`config.mk`:
```
export PLATFORM = sky130hd
export DESIGN_NAME = stage_retire_fsm
export DESIGN_NICKNAME = d
export VERILOG_FILES = /design/src/rtl/stage_retire_fsm.sv
export SDC_FILE = /design/constraint.sdc
export NUM_CORES = 1
export LEC_CHECK = 0
export ABC_AREA = 1
export CAP_MARGIN = 30
export CORE_AREA = 3 3 197 199
export DETAILED_ROUTE_END_ITERATION = 6
export DIE_AREA = 0 0 200 202
export MAX_ROUTING_LAYER = met4
export PLACE_DENSITY = 0.55
export SLEW_MARGIN = 20
export SYNTH_ARGS = -nofsm -noshare
export SYNTH_HDL_FRONTEND = slang
export SYNTH_SLANG_ARGS = --single-unit
export TNS_END_PERCENT = 5
```
`constraint.sdc`:
```
create_clock -name clock -period 3.8 [get_ports clock]
set_input_delay 0.38 -clock clock [delete_from_list [all_inputs] [get_ports clock]]
set_output_delay 0.38 -clock clock [all_outputs]
set_load 0.1 [all_outputs]
```
`src/rtl/stage_retire_fsm.sv`:
```
// stage_retire_fsm: multi-lane in-order retire stage with multi-cycle mispredict
// recovery, a one-store-per-cycle commit handshake and a sticky halt.
// Optional feature macro: RETIRE_PERF_EN adds retired_cnt / mispred_cnt counters.

package stage_retire_fsm_pkg;

  localparam int unsigned ROB_HEAD_N       = 4;
  localparam int unsigned PHYS_REG_SZ_R10K = 64;
  localparam int unsigned ROB_SZ           = 32;
  localparam int unsigned ARCH_REGS        = 32;
  localparam int unsigned XLEN             = 32;

  localparam int unsigned ROB_IDX_W  = $clog2(ROB_SZ);
  localparam int unsigned REG_IDX_W  = $clog2(ARCH_REGS);
  localparam int unsigned PHYS_TAG_W = $clog2(PHYS_REG_SZ_R10K);

  typedef logic [ROB_IDX_W-1:0]  ROB_IDX;
  typedef logic [REG_IDX_W-1:0]  REG_IDX;
  typedef logic [PHYS_TAG_W-1:0] PHYS_TAG;

  // One ROB slot as seen by retire.
  typedef struct packed {
    logic            complete;
    logic            branch;
    logic            pred_taken;
    logic            branch_taken;
    logic [XLEN-1:0] pred_target;
    logic [XLEN-1:0] branch_target;
    REG_IDX          arch_rd;
    PHYS_TAG         phys_rd;
    PHYS_TAG         prev_phys_rd;
  } ROB_ENTRY;

endpackage

module stage_retire_fsm
  import stage_retire_fsm_pkg::*;
#(
  parameter int unsigned N              = ROB_HEAD_N,
  parameter int unsigned RETIRE_W       = N,
  parameter int unsigned PHYS_REGS      = PHYS_REG_SZ_R10K,
  parameter int unsigned RECOVER_CYCLES = 2,
  parameter int unsigned CNT_W          = 32
) (
  input  logic                    clock,
  input  logic                    reset,
  input  ROB_ENTRY [N-1:0]        head_entries,
  input  logic [N-1:0]            head_valids,
  input  ROB_IDX [N-1:0]          head_idxs,
  input  logic [N-1:0]            head_is_store,
  input  logic [N-1:0]            head_is_halt,
  output logic [$clog2(N+1)-1:0]  retire_count,
  output logic                    rob_mispredict,
  output ROB_IDX                  rob_mispred_idx,
  output logic                    bp_recover_en,
  output logic                    sq_commit_valid,
  output ROB_IDX                  sq_commit_idx,
  input  logic                    sq_commit_ready,
  output logic [PHYS_REGS-1:0]    free_mask,
  output logic [N-1:0]            arch_write_enables,
  output REG_IDX [N-1:0]          arch_write_addrs,
  output PHYS_TAG [N-1:0]         arch_write_phys_regs,
`ifdef RETIRE_PERF_EN
  output logic [CNT_W-1:0]        retired_cnt,
  output logic [CNT_W-1:0]        mispred_cnt,
`endif
  output logic                    recovering,
  output logic                    halted
);

  localparam int unsigned CW  = $clog2(N + 1);
  localparam int unsigned RCW = $clog2(RECOVER_CYCLES + 1);

  // Reject configurations the scan and recovery counter cannot support.
  if (RETIRE_W < 1 || RETIRE_W > N || RECOVER_CYCLES < 1 || CNT_W < 1) begin : g_bad_params
    $error("stage_retire_fsm: illegal parameter combination");
  end

  typedef enum logic [1:0] {
    ST_RUN     = 2'd0,
    ST_RECOVER = 2'd1,
    ST_HALTED  = 2'd2
  } state_e;

  state_e         state_q, state_d;
  logic [RCW-1:0] rcnt_q, rcnt_d;

  logic [N-1:0]   ret_mask;
  logic [CW-1:0]  cnt_c;
  logic           mp_c;
  ROB_IDX         mp_idx_c;
  logic           sqv_c;
  ROB_IDX         sqi_c;
  logic           halt_c;
  logic           stop;
  logic           store_seen;
  ROB_ENTRY       cur;

  logic [N-1:0]          we_d, we_q;
  REG_IDX [N-1:0]        wa_d, wa_q;
  PHYS_TAG [N-1:0]       wp_d, wp_q;
  logic [PHYS_REGS-1:0]  free_d, free_q;
  logic                  shadowed;

  function automatic logic is_mispred(input ROB_ENTRY e);
    return e.branch && ((e.pred_taken != e.branch_taken) ||
                        (e.branch_taken && (e.pred_target != e.branch_target)));
  endfunction

  // Oldest-first scan of the eligible lanes; decides which lanes pop this edge.
  always_comb begin
    ret_mask   = '0;
    cnt_c      = '0;
    mp_c       = 1'b0;
    mp_idx_c   = '0;
    sqv_c      = 1'b0;
    sqi_c      = '0;
    halt_c     = 1'b0;
    stop       = 1'b0;
    store_seen = 1'b0;
    cur        = '0;
    if (state_q == ST_RUN) begin
      for (int unsigned i = 0; i < RETIRE_W; i++) begin
        if (!stop) begin
          cur = head_entries[N-1-i];
          if (!head_valids[N-1-i] || !cur.complete) begin
            stop = 1'b1;
          end else if (head_is_store[N-1-i]) begin
            // At most one store per group; it always ends the scan.
            stop = 1'b1;
            if (!store_seen) begin
              store_seen = 1'b1;
              sqv_c      = 1'b1;
              sqi_c      = head_idxs[N-1-i];
              if (sq_commit_ready) begin
                ret_mask[N-1-i] = 1'b1;
                cnt_c           = cnt_c + CW'(1);
              end
            end
          end else begin
            ret_mask[N-1-i] = 1'b1;
            cnt_c           = cnt_c + CW'(1);
            if (head_is_halt[N-1-i]) begin
              halt_c = 1'b1;
              stop   = 1'b1;
            end else if (is_mispred(cur)) begin
              mp_c     = 1'b1;
              mp_idx_c = head_idxs[N-1-i];
              stop     = 1'b1;
            end
          end
        end
      end
    end
  end

  // Arch-map writes (youngest writer of each arch_rd wins) and Told frees.
  always_comb begin
    we_d     = '0;
    wa_d     = '0;
    wp_d     = '0;
    free_d   = '0;
    shadowed = 1'b0;
    for (int unsigned w = 0; w < N; w++) begin
      if (ret_mask[w] && (head_entries[w].arch_rd != '0)) begin
        shadowed = 1'b0;
        for (int unsigned j = 0; j < w; j++) begin
          if (ret_mask[j] && (head_entries[j].arch_rd == head_entries[w].arch_rd)) begin
            shadowed = 1'b1;
          end
        end
        if (!shadowed) begin
          we_d[w] = 1'b1;
          wa_d[w] = head_entries[w].arch_rd;
          wp_d[w] = head_entries[w].phys_rd;
        end
        if ((head_entries[w].prev_phys_rd != '0) &&
            (32'(head_entries[w].prev_phys_rd) < PHYS_REGS)) begin
          free_d[head_entries[w].prev_phys_rd] = 1'b1;
        end
      end
    end
  end

  // Next-state logic: RUN -> HALTED on halt, RUN -> RECOVER on mispredict.
  always_comb begin
    state_d = state_q;
    rcnt_d  = rcnt_q;
    case (state_q)
      ST_RUN: begin
        if (halt_c) begin
          state_d = ST_HALTED;
        end else if (mp_c) begin
          state_d = ST_RECOVER;
          rcnt_d  = RCW'(RECOVER_CYCLES);
        end
      end
      ST_RECOVER: begin
        rcnt_d = rcnt_q - RCW'(1);
        if (rcnt_d == '0) begin
          state_d = ST_RUN;
        end
      end
      ST_HALTED: state_d = ST_HALTED;
      default: begin
        state_d = ST_RUN;
        rcnt_d  = '0;
      end
    endcase
  end

  // State and registered writeback outputs.
  always_ff @(posedge clock or negedge reset) begin
    if (!reset) begin
      state_q <= ST_RUN;
      rcnt_q  <= '0;
      we_q    <= '0;
      wa_q    <= '0;
      wp_q    <= '0;
      free_q  <= '0;
    end else begin
      state_q <= state_d;
      rcnt_q  <= rcnt_d;
      we_q    <= we_d;
      wa_q    <= wa_d;
      wp_q    <= wp_d;
      free_q  <= free_d;
    end
  end

`ifdef RETIRE_PERF_EN
  logic [CNT_W-1:0] retired_cnt_q, mispred_cnt_q;

  // Free-running, wrapping performance counters.
  always_ff @(posedge clock or negedge reset) begin
    if (!reset) begin
      retired_cnt_q <= '0;
      mispred_cnt_q <= '0;
    end else begin
      retired_cnt_q <= retired_cnt_q + CNT_W'(cnt_c);
      mispred_cnt_q <= mispred_cnt_q + CNT_W'(mp_c);
    end
  end

  assign retired_cnt = retired_cnt_q;
  assign mispred_cnt = mispred_cnt_q;
`endif

  assign retire_count         = cnt_c;
  assign rob_mispredict       = mp_c;
  assign rob_mispred_idx      = mp_idx_c;
  assign bp_recover_en        = mp_c;
  assign sq_commit_valid      = sqv_c;
  assign sq_commit_idx        = sqi_c;
  assign free_mask            = free_q;
  assign arch_write_enables   = we_q;
  assign arch_write_addrs     = wa_q;
  assign arch_write_phys_regs = wp_q;
  assign recovering           = (state_q == ST_RECOVER);
  assign halted               = (state_q == ST_HALTED);

endmodule

```
Yosys cells after proc, flatten, opt, wreduce, memory -nomap -nowiden
Index checks and enable logic that the tools add are counted.

cells by class
  add/subtract/negate cells = 4
  $lt $le $gt $ge = 8
  equal/unequal tests = 20
  multiplexer cells = 202
  bitwise gates (word level) = 4
  reductions and logical operators = 50

operators by type and width
  kind                                                                count
  two-way mux 64 bit                                                  8
  two-way mux 5 bit                                                   42
  bitwise OR 64 bit                                                   3
  != test 32 bit                                                      4
  two-way mux 1 bit                                                   112
  two-way mux 3 bit                                                   21
  two-way mux 6 bit                                                   7
  equality test 5 bit                                                 6
  < comparator 6 x 7 -> 1 bit (second input constant)                 4
  demux 1 bit (select 6 bit)                                          4
  greater-or-equal comparator 6 x 1 -> 1 bit (second input constant)  4
  nonzero test 6 bit                                                  4
  logical AND 1 bit                                                   22
  nonzero test 5 bit                                                  4
  one-hot mux 2 bit (3 select lines)                                  2
  two-way mux 2 bit                                                   5
  adder 3 x 1 -> 3 bit (second input constant)                        3
  logical NOT 1 bit                                                   8
  logical OR 1 bit                                                    8
  logical NOT 2 bit                                                   2
  two-way mux 4 bit                                                   1
  != test 1 bit                                                       4
  != test 2 bit (second input constant)                               2
  != test 3 bit (second input constant)                               1
  other kinds (7)                                                     7

word-level totals
  bits in registers = 116
  input port bits = 375
  output and inout bits = 130
  logic and storage cells = 300

Longest topological paths before layout
Gate-level depths: netlist (run 1).

  word-level depth = 31
  depth in mapped cells = 23
  mapped depth without buffers = 23

Worst setup path after synthesis (run 1)
OpenSTA, ideal clock, no wires.

  path type = input to output
  from = in head_is_store[3]
  to = out retire_count[1]
  arrival = 3982 ps
  data required time = 3420 ps
  path slack = -562 ps
  cell stages on the path = 12
  buffers on the path = 0
  cells stage by stage = inv_1 o21ai_0 inv_1 ha_1 or2_2 inv_1 o21ai_0 nand2_1 inv_1 ha_1 o21ai_0 o21ai_0

on the way
  word-level cells in the longest chain between the ends = 24

ends and longest elaborated chain
  what                   RTL line  text
  start, declared        50        input logic [N-1:0] head_is_store,
  two-way mux 3 bit      128       end else if (head_is_store[N-1-i]) begin
  two-way mux 3 bit      126       if (!head_valids[N-1-i] || !cur.complete) begin
  two-way mux 3 bit      122       if (state_q == ST_RUN) begin
  adder 3 x 1 -> 3 bit   137, 142
  two-way mux 3 bit      135       if (sq_commit_ready) begin
  two-way mux 3 bit      131       if (!store_seen) begin
  two-way mux 3 bit      128
  two-way mux 3 bit      126
  (+8 left out)          n/a
  two-way mux 3 bit      122
  adder 3 x 1 -> 3 bit   137, 142
  two-way mux 3 bit      135
  two-way mux 3 bit      131
  two-way mux 3 bit      128
  two-way mux 3 bit      126
  two-way mux 3 bit (*)  124       if (!stop) begin
  two-way mux 3 bit (*)  122
  end, declared          52        output logic [$clog2(N+1)-1:0] retire_count,

Every way passes the cells marked *; elsewhere a longest branch is shown, timed or not. The select of a mux whose other input is x is not followed.

Final worst setup path (run 1)
  from = in head_entries[326] in the netlist's numbering
  to = out sq_commit_idx[1]

on the way
  word-level cells in the longest chain between the ends = 20

ends and longest elaborated chain
  what                                                    RTL line  text
  start, declared                                         47        input ROB_ENTRY [N-1:0] head_entries,
  != test 32 bit (*)                                      107       (e.branch_taken && (e.pred_target != e.branch_target)));
  logical AND 1 bit (*)                                   107
  logical OR 1 bit (*)                                    106       return e.branch && ((e.pred_taken != e.branch_taken) ||
  logical AND 1 bit (*)                                   106
  two-way mux 1 bit (*)                                   146       end else if (is_mispred(cur)) begin
  two-way mux 1 bit (*)                                   143       if (head_is_halt[N-1-i]) begin
  two-way mux 1 bit (*)                                   128
  two-way mux 1 bit (*)                                   126
  (+4 left out)                                           n/a
  two-way mux 5 bit or two-way mux 1 bit (tied branches)  128, 126
  two-way mux 5 bit or two-way mux 1 bit (tied branches)  126, 124
  two-way mux 5 bit or two-way mux 1 bit (tied branches)  124, 122
  two-way mux 5 bit                                       131
  two-way mux 5 bit                                       128
  two-way mux 5 bit                                       126
  two-way mux 5 bit (*)                                   124
  two-way mux 5 bit (*)                                   122
  end, declared                                           57        output ROB_IDX sq_commit_idx,

Marks and branches as above.

==> flow_metrics.env, run 1 <==
export IMPL_outcome="finished, violations left"
export IMPL_violations="negative hold slack"
export IMPL_path_class="input port to primary output"
export IMPL_worst_skew_pair_late_latency_ps=430
export IMPL_min_period_over_period_pct=96.0
export IMPL_wl_per_cell_um=18.7
export IMPL_worst_r2r_setup_slack_ps=1410
export IMPL_firstDrtPassIters=5
export IMPL_crit_path_end_kind="primary output"
export IMPL_design_die_area_um2=40400
export IMPL_viasPerCell=4.65
export IMPL_hold_worst_slack_ps=-13.9
export IMPL_cp_start_kind="input port"
export IMPL_areaGrowthSynthToFinish_pct=77.4
export IMPL_pin_count=505
export IMPL_critical_path_startpoint="head_entries[326]"
export IMPL_cellPowerDensity_nw_per_um2=257
export IMPL_rsz0062_at_grt="yes"
export IMPL_tritoncts_clock_tree="yes"
export IMPL_postSynthCellCount=1563
export IMPL_layout_filler_cells=3810
export IMPL_netlist_cell_type_count=45
export IMPL_die_width_um=200
export IMPL_synth_enable_flop_cells=0
export IMPL_global_route_overflow_total=0
export IMPL_vert_die_dim_um=202
export IMPL_grt_first_pass_wirelength_um=74100
export IMPL_wl_um=50200
export IMPL_synth_seq_area_share_pct=30.4
export IMPL_synth_warning_count=0
export IMPL_grt_antenna_before_repair=3
export IMPL_synth_main_ff_cell="sky130_fd_sc_hd__dfrtp_1"
export IMPL_layout_cells_most_common_list="sky130_fd_sc_hd__clkdlybuf4s50_1 (468), sky130_fd_sc_hd__nand2_1 (437), sky130_fd_sc_hd__nor2_1 (263)"
export IMPL_dr_first_iter_drc_count=909
export IMPL_via_count_of_the_first_global_routing_pass=12300
export IMPL_floorplan_core_area_um2=37400
export IMPL_yosys_register_bits=116
export IMPL_rr_worst_depth=10
export IMPL_buffer_ports_inserted=504
export IMPL_final_hold_viol_count=15
export IMPL_grt_usage_pct=25.0
export IMPL_peakVddDrop_v=0.000232
export IMPL_finalPower_mw=4.34
export IMPL_root_buffer="sky130_fd_sc_hd__clkbuf_16"
export IMPL_layout_commonest_cell="sky130_fd_sc_hd__clkdlybuf4s50_1"
export IMPL_min_path_type="input port to async pin"
export IMPL_setup_worst_path_end="sq_commit_idx[1]"
export IMPL_layout_cell_area_non_filler_um2=16900
export IMPL_wp_data_arrival_ps=3270
export IMPL_synthesis_area_um2=9540
export IMPL_synth_async_reset_ratio_pct=100
export IMPL_synth_fp_nets=1942
export IMPL_fin_nets=2534
export IMPL_finalWorstPathRequiredPeriod_ps=3650
export IMPL_timing_slew_headroom_pct=30.2
export IMPL_fp_row_count=71
export IMPL_post_route_cells_drive_above_1_share_pct=9.82
export IMPL_grt_start_max_net_pins=63
export IMPL_setup_violations=0
export IMPL_post_synth_main_area_contributors="sky130_fd_sc_hd__dfrtp_1 (30%), sky130_fd_sc_hd__nand2_1 (17%), sky130_fd_sc_hd__nor2_1 (11%), sky130_fd_sc_hd__inv_1 (9.6%), sky130_fd_sc_hd__nand4_1 (3.9%)"
export IMPL_dp_hpwl_um=42100
export IMPL_clock_fmax_mhz=274
export IMPL_power_static_leakage_nw=7.89
export IMPL_numClockSinks=116
export IMPL_clockBufferDepth=2
export IMPL_placement_cell_area_um2=16100
export IMPL_synthDominantAreaCellType="sky130_fd_sc_hd__dfrtp_1"
export IMPL_syn_avg_cell_area_um2=6.10
export IMPL_cts_reportedPaths_clkPinSlew_ps=60
export IMPL_tritoncts_num_buffers=17
export IMPL_routabilityCongestion=0.946
export IMPL_timing_worst_slew_pin_value_ps=1040
export IMPL_remaining_number_of_nets_flagged_by_the_antenna_check_after_routing=0
export IMPL_slew_viol_final=0
export IMPL_cts_max_level=4
export IMPL_required_ps=3420
export IMPL_initial_utilization_pct=25.5
export IMPL_total_vias_in_the_final_route=12500
export IMPL_reg2reg_from="state_q[1]"
export IMPL_timing_max_cap_violations=0
export IMPL_worst_path_max_fanout=6
export IMPL_remaining_drc_errors=0
export IMPL_ff_to_ff_end="free_mask[54]"
export IMPL_hold_buffers_post_cts=0
export IMPL_synth_top_cell_area_share_pct=30.4
export IMPL_fin_skew_ps=17.5
[cells in the mapped netlist (2+ instances only)]
cell type	number
sky130_fd_sc_hd__nand2_1	440
sky130_fd_sc_hd__nor2_1	267
sky130_fd_sc_hd__inv_1	243
sky130_fd_sc_hd__dfrtp_1	116
sky130_fd_sc_hd__nor3_1	68
sky130_fd_sc_hd__nand4_1	60
sky130_fd_sc_hd__o21ai_0	60
sky130_fd_sc_hd__nand3_1	59
sky130_fd_sc_hd__o21ai_1	44
sky130_fd_sc_hd__xnor2_1	26
sky130_fd_sc_hd__xor2_1	23
sky130_fd_sc_hd__o21ai_2	22
sky130_fd_sc_hd__o22ai_1	21
sky130_fd_sc_hd__buf_2	19
sky130_fd_sc_hd__nor4_1	13
sky130_fd_sc_hd__a21oi_1	9
sky130_fd_sc_hd__or2_2	9
sky130_fd_sc_hd__buf_4	5
sky130_fd_sc_hd__clkbuf_1	5
sky130_fd_sc_hd__nand3b_1	5
sky130_fd_sc_hd__o2111ai_1	5
sky130_fd_sc_hd__ha_1	4
sky130_fd_sc_hd__a211oi_1	3
sky130_fd_sc_hd__a22o_1	3
sky130_fd_sc_hd__a31oi_1	3
sky130_fd_sc_hd__inv_2	3
sky130_fd_sc_hd__nand2_2	3
sky130_fd_sc_hd__o21a_1	3
sky130_fd_sc_hd__o221ai_1	3
sky130_fd_sc_hd__buf_1	2
sky130_fd_sc_hd__clkinv_1	2
sky130_fd_sc_hd__nor2_4	2
[layout make-up]
| type | count | area (um^2) | share of cell area [%] |
|---|---|---|---|
| diodes | 3 | 7.51 | 0.0444 |
| clock buffers | 20 | 457 | 2.70 |
| clock inverters | 12 | 178 | 1.05 |
| inverters | 248 | 931 | 5.50 |
| multi-input cells | 1168 | 5630 | 33.3 |
| flip-flops and latches | 116 | 2900 | 17.2 |
| well taps | 511 | 639 | 3.78 |
| repair buffers | 604 | 6170 | 36.5 |
[cells by family after synthesis]
kind of cell | Yosys count | share of synthesized area [%]
other cells | 1 | 0.0393
compound gates | 181 | 11.4
fa+ha+maj | 4 | 0.525
simple gates | 932 | 41.5
flops | 116 | 30.4
mux | 1 | 0.105
xor+xnor | 49 | 4.50
buf+inv | 279 | 11.4
[critical path, cell delays in order]
cell,delay (ps)
sky130_fd_sc_hd__clkdlybuf4s50_1,510
sky130_fd_sc_hd__xnor2_1,120
sky130_fd_sc_hd__nand2_1,60
sky130_fd_sc_hd__nor2_1,80
sky130_fd_sc_hd__nand2_1,60
sky130_fd_sc_hd__nor2_1,120
sky130_fd_sc_hd__nand3_1,130
sky130_fd_sc_hd__nand2_2,120
sky130_fd_sc_hd__nand2_4,80
sky130_fd_sc_hd__buf_4,160
sky130_fd_sc_hd__nor2_8,150
sky130_fd_sc_hd__buf_4,150
sky130_fd_sc_hd__nand2_2,60
sky130_fd_sc_hd__nor2_4,130
sky130_fd_sc_hd__buf_8,110
sky130_fd_sc_hd__nand2_2,60
sky130_fd_sc_hd__inv_2,80
sky130_fd_sc_hd__nor2_1,50
sky130_fd_sc_hd__nor3_2,290
sky130_fd_sc_hd__buf_4,190
sky130_fd_sc_hd__buf_12,170
[how the worst min path moves through the flow]
stage / start / to / slack [ps]
2_1_floorplan: reset / arch_write_addrs[0] / 80
4_1_cts: reset / free_mask[0] / 10
3_5_place_dp: reset / free_mask[0] / 460
3_3_place_gp: reset / free_mask[0] / 460
5_1_grt: reset / free_mask[0] / 40
6_report: reset / free_mask[10] / -10
[flip-flops by register name, summed over array words and instances, names as in the netlist]
name and cells:
arch_write_addrs 20, rcnt_q 2, arch_write_enables 4, free_mask 64
arch_write_phys_regs 24, state_q 2
[routing by layer]
metal  up-vias  part of all wire (%)  global-route usage, %
met2       527                    47                   40.3
li1       6161                     -                      -
met4         0                   1.8                   5.83
met1      5737                    42                   32.2
met5         -                     0                      -
met3        54                   8.5                   5.40
[stage by stage]
| step | instances | setup slack, ps | utilization (%) | setup TNS [ps] | hold slack, ps |
|---|---|---|---|---|---|
| 2_1_floorplan | 1563 | -347 | - | -698 | 84.4 |
| 3_3_place_gp | 2632 | -271 | 42.6 | -546 | 462 |
| 3_5_place_dp | 2641 | -256 | 43.0 | -530 | 462 |
| 4_1_cts | 2673 | 18.8 | 44.8 | 0 | 9.91 |
| 5_1_grt | 2682 | -8.46 | 45.2 | -8.46 | 44.4 |
| 6_report | 2682 | 151 | 45.2 | 0 | -13.9 |
[report_power, final]
part / internal, mW / switching (mW) / total [mW]
combinational: 0.592 / 0.738 / 1.33
clock: 1.13 / 0.604 / 1.74
sequential: 1.26 / 0.0135 / 1.27
total: 2.98 / 1.36 / 4.34
[repair_timing]
action	in CTS	in global routing
setup buffers	0	4
pin swaps	1	11
resized for setup	8	34
setup endpoints to repair	3	10
No activity file was read; power rests on OpenSTA's default activity.
==> run 2: changes to the inputs <==
CTS_CLUSTER_SIZE = 30   (was not set)
==> results of run 2 <==
Final layout, timing and power as in run 1 (identical DEF).
==> run 3: changes to the inputs <==
CORE_AREA = 3 3 196 198   (was 3 3 197 199)
DIE_AREA = 0 0 199 201   (was 0 0 200 202)
PLACE_DENSITY = 0.58   (was 0.55)
clock period = 3.35 ns   (was 3.8 ns; I/O delays follow)
==> run 3 against run 2 <==
The run now ends clean; count of clock-buffer cells in the layout shrank 1; register-to-register slack lost 370 ps; flip-flop and latch count is the same; utilization grew 1.6 points; combinational power grew 14%; clock skew grew 1.6 ps; critical path type unchanged.
==> flow_metrics.env, run 3 (synthesis results as in run 1) <==
export IMPL_outcome="finished clean"
export IMPL_timing_worst_slew_pin_value_ps=1030
export IMPL_post_route_cells_drive_above_1_share_pct=12.7
export IMPL_tritoncts_clock_tree="yes"
export IMPL_crit_path_end_kind="primary output"
export IMPL_remaining_drc_errors=0
export IMPL_grt_usage_pct=24.6
export IMPL_total_vias_in_the_final_route=12600
export IMPL_critical_path_slowest_cell="sky130_fd_sc_hd__dlygate4sd2_1"
export IMPL_largest_register_ff_count=64
export IMPL_wl_per_cell_um=18.5
export IMPL_worst_skew_pair_late_latency_ps=430
export IMPL_peakVddDrop_v=0.000271
export IMPL_global_route_usage_met1_pct=29.6
export IMPL_dp_hpwl_um=41300
export IMPL_wl_um=49500
export IMPL_finalPower_mw=4.89
export IMPL_top_usage_layer="met2"
export IMPL_sequentialPowerShare_pct=29.5
export IMPL_worst_path_max_fanout=3
export IMPL_fin_util_pct=46.8
export IMPL_grt_first_pass_wirelength_um=72500
export IMPL_wp_data_arrival_ps=2900
export IMPL_clock_fmax_mhz=309
export IMPL_power_static_leakage_nw=8.21
export IMPL_buffer_ports_inserted=504
export IMPL_fin_skew_ps=19.1
export IMPL_globalRouteMet2Util_pct=39.2
export IMPL_fp_row_count=70
export IMPL_floorplan_core_area_um2=36700
export IMPL_p_sw_share_pct=32.2
export IMPL_layout_commonest_cell="sky130_fd_sc_hd__nand2_1"
export IMPL_slew_viol_final=0
export IMPL_hold_worst_slack_ps=367
export IMPL_timing_slew_headroom_pct=31.0
export IMPL_cts_reportedPaths_clkPinSlew_ps=60
export IMPL_tritoncts_num_buffers=17
export IMPL_design_die_area_um2=40000
export IMPL_fin_nets=2563
export IMPL_clockBufferDepth=2
export IMPL_cellPowerDensity_nw_per_um2=285
export IMPL_dpl_worst_slack_ps=-501
export IMPL_cts_max_level=4
export IMPL_min_period_over_period_pct=96.6
export IMPL_power_switching_mw=1.58
export IMPL_grt_antenna_before_repair=10
export IMPL_initial_utilization_pct=26.0
export IMPL_remaining_number_of_nets_flagged_by_the_antenna_check_after_routing=0
export IMPL_grt_start_max_net_pins=73
export IMPL_viasPerCell=4.70
export IMPL_final_hold_viol_count=0
export IMPL_numClockSinks=116
export IMPL_path_class="input port to primary output"
export IMPL_die_width_um=199
export IMPL_pin_count=505
export IMPL_slowest_delay_ps=240
export IMPL_share_comb_of_total_power_pct=30.9
export IMPL_rsz0062_at_grt="yes"
export IMPL_cpLargestDelayFamily="simple AND/OR/NAND/NOR gates"
export IMPL_areaGrowthSynthToFinish_pct=80.3
export IMPL_finalWorstSetupSlack_ps=115
export IMPL_timing_critical_path_cells="dlygate4sd2_1, xor2_1, nor2_1, nand3_1, nor2_1, nand3_1, nand2_2, nand2_4, nor2_4, o21ai_2, nand2_1, inv_2, ha_4, o21ai_4, inv_1, ha_2, nand3_2, nor2_2, nor2_2, buf_4, buf_12"
export IMPL_layout_cells_most_common_list="sky130_fd_sc_hd__nand2_1 (431), sky130_fd_sc_hd__clkdlybuf4s50_1 (407), sky130_fd_sc_hd__nor2_1 (257)"
export IMPL_internal_power_mw=3.32
export IMPL_power_share_clock_pct=39.6
export IMPL_firstDrtPassIters=5
export IMPL_finalWorstPathRequiredPeriod_ps=3230
export IMPL_routabilityCongestion=0.941
export IMPL_min_path_type="input port to async pin"
export IMPL_cp_start_kind="input port"
export IMPL_setup_violations=0
export IMPL_root_buffer="sky130_fd_sc_hd__clkbuf_16"
export IMPL_vert_die_dim_um=201
export IMPL_global_route_overflow_total=0
export IMPL_via_count_of_the_first_global_routing_pass=12400
export IMPL_required_ps=3010
export IMPL_dr_first_iter_drc_count=935
export IMPL_gr_usage_met3_pct=7.57
export IMPL_timing_max_cap_violations=0
export IMPL_worstPathBufferInverterCount=5
## run 3: changes by cell type in the layout (fill, tap and decap cells not counted), moves of 8 or more
cell                              previous run  this run
sky130_fd_sc_hd__clkdlybuf4s50_1           468       407
sky130_fd_sc_hd__buf_4                      87       120
sky130_fd_sc_hd__dlygate4sd2_1               1        24
sky130_fd_sc_hd__clkdlybuf4s15_1             0        17
sky130_fd_sc_hd__dlymetal6s2s_1             17        31
sky130_fd_sc_hd__inv_1                     241       233
sky130_fd_sc_hd__inv_2                       5        13
## run 3: path summary, 6_finish.rpt
kind                                    from                       end  slack [ps]  cells after the start
setup reg to reg                  state_q[1]              free_mask[6]        1040                      9
max in group asynchronous              reset      arch_write_addrs[18]        2410                      3
setup / recovery           head_entries[290]           retire_count[2]         120                     21
hold / removal                         reset             free_mask[59]         370                      2
hold reg to reg                    rcnt_q[1]                 rcnt_q[1]         480                      2
min in group clock         head_entries[263]  arch_write_phys_regs[20]         420                      3
## run 3: power by group through the flow
stage	Sequential (mW)	Clock, mW	Combinational, mW
global route	1.45	2.03	1.63
CTS	1.44	1.98	1.49
global placement	1.47	0	1.48
finish	1.44	1.94	1.51
detailed placement	1.47	0	1.49
floorplan	1.55	0	0.555
## run 3: per-layer routing
metal,up-vias,wire length (um)
li1,6237,-
met1,5634,20200
met2,621,22700
met3,85,5040
met4,0,1620
met5,-,0
## run 3: per-stage QoR
step                      instances  area (um^2)  setup TNS [ps]
after global routing           2675        17200            -140
final                          2675        17200               0
after detailed placement       2611        16100           -2510
after CTS                      2654        16800            -112
after global placement         2609        16000           -2490
after floorplan                1563         9540           -2130
## run 3: area by class of cell
class,count,area [um^2]
Timing Repair Buffer,633,6380
Clock buffer,19,453
Sequential cell,116,2900
Fill cell,3695,19500
Multi-Input combinational cell,1168,5740
Clock inverter,13,173
Inverter,248,931
Tap cell,468,586
Antenna cell,10,25.0
## run 3: repair_timing
item / 4_1_cts / 5_1_grt
setup endpoints to repair: 16 / 71
buffers inserted: 12 / 6
gates resized for setup: 75 / 86
pin swaps: 29 / 58
cloned: 0 / 0
hold buffers: 0 / 1
endpoints found under the hold margin: 0 / 26
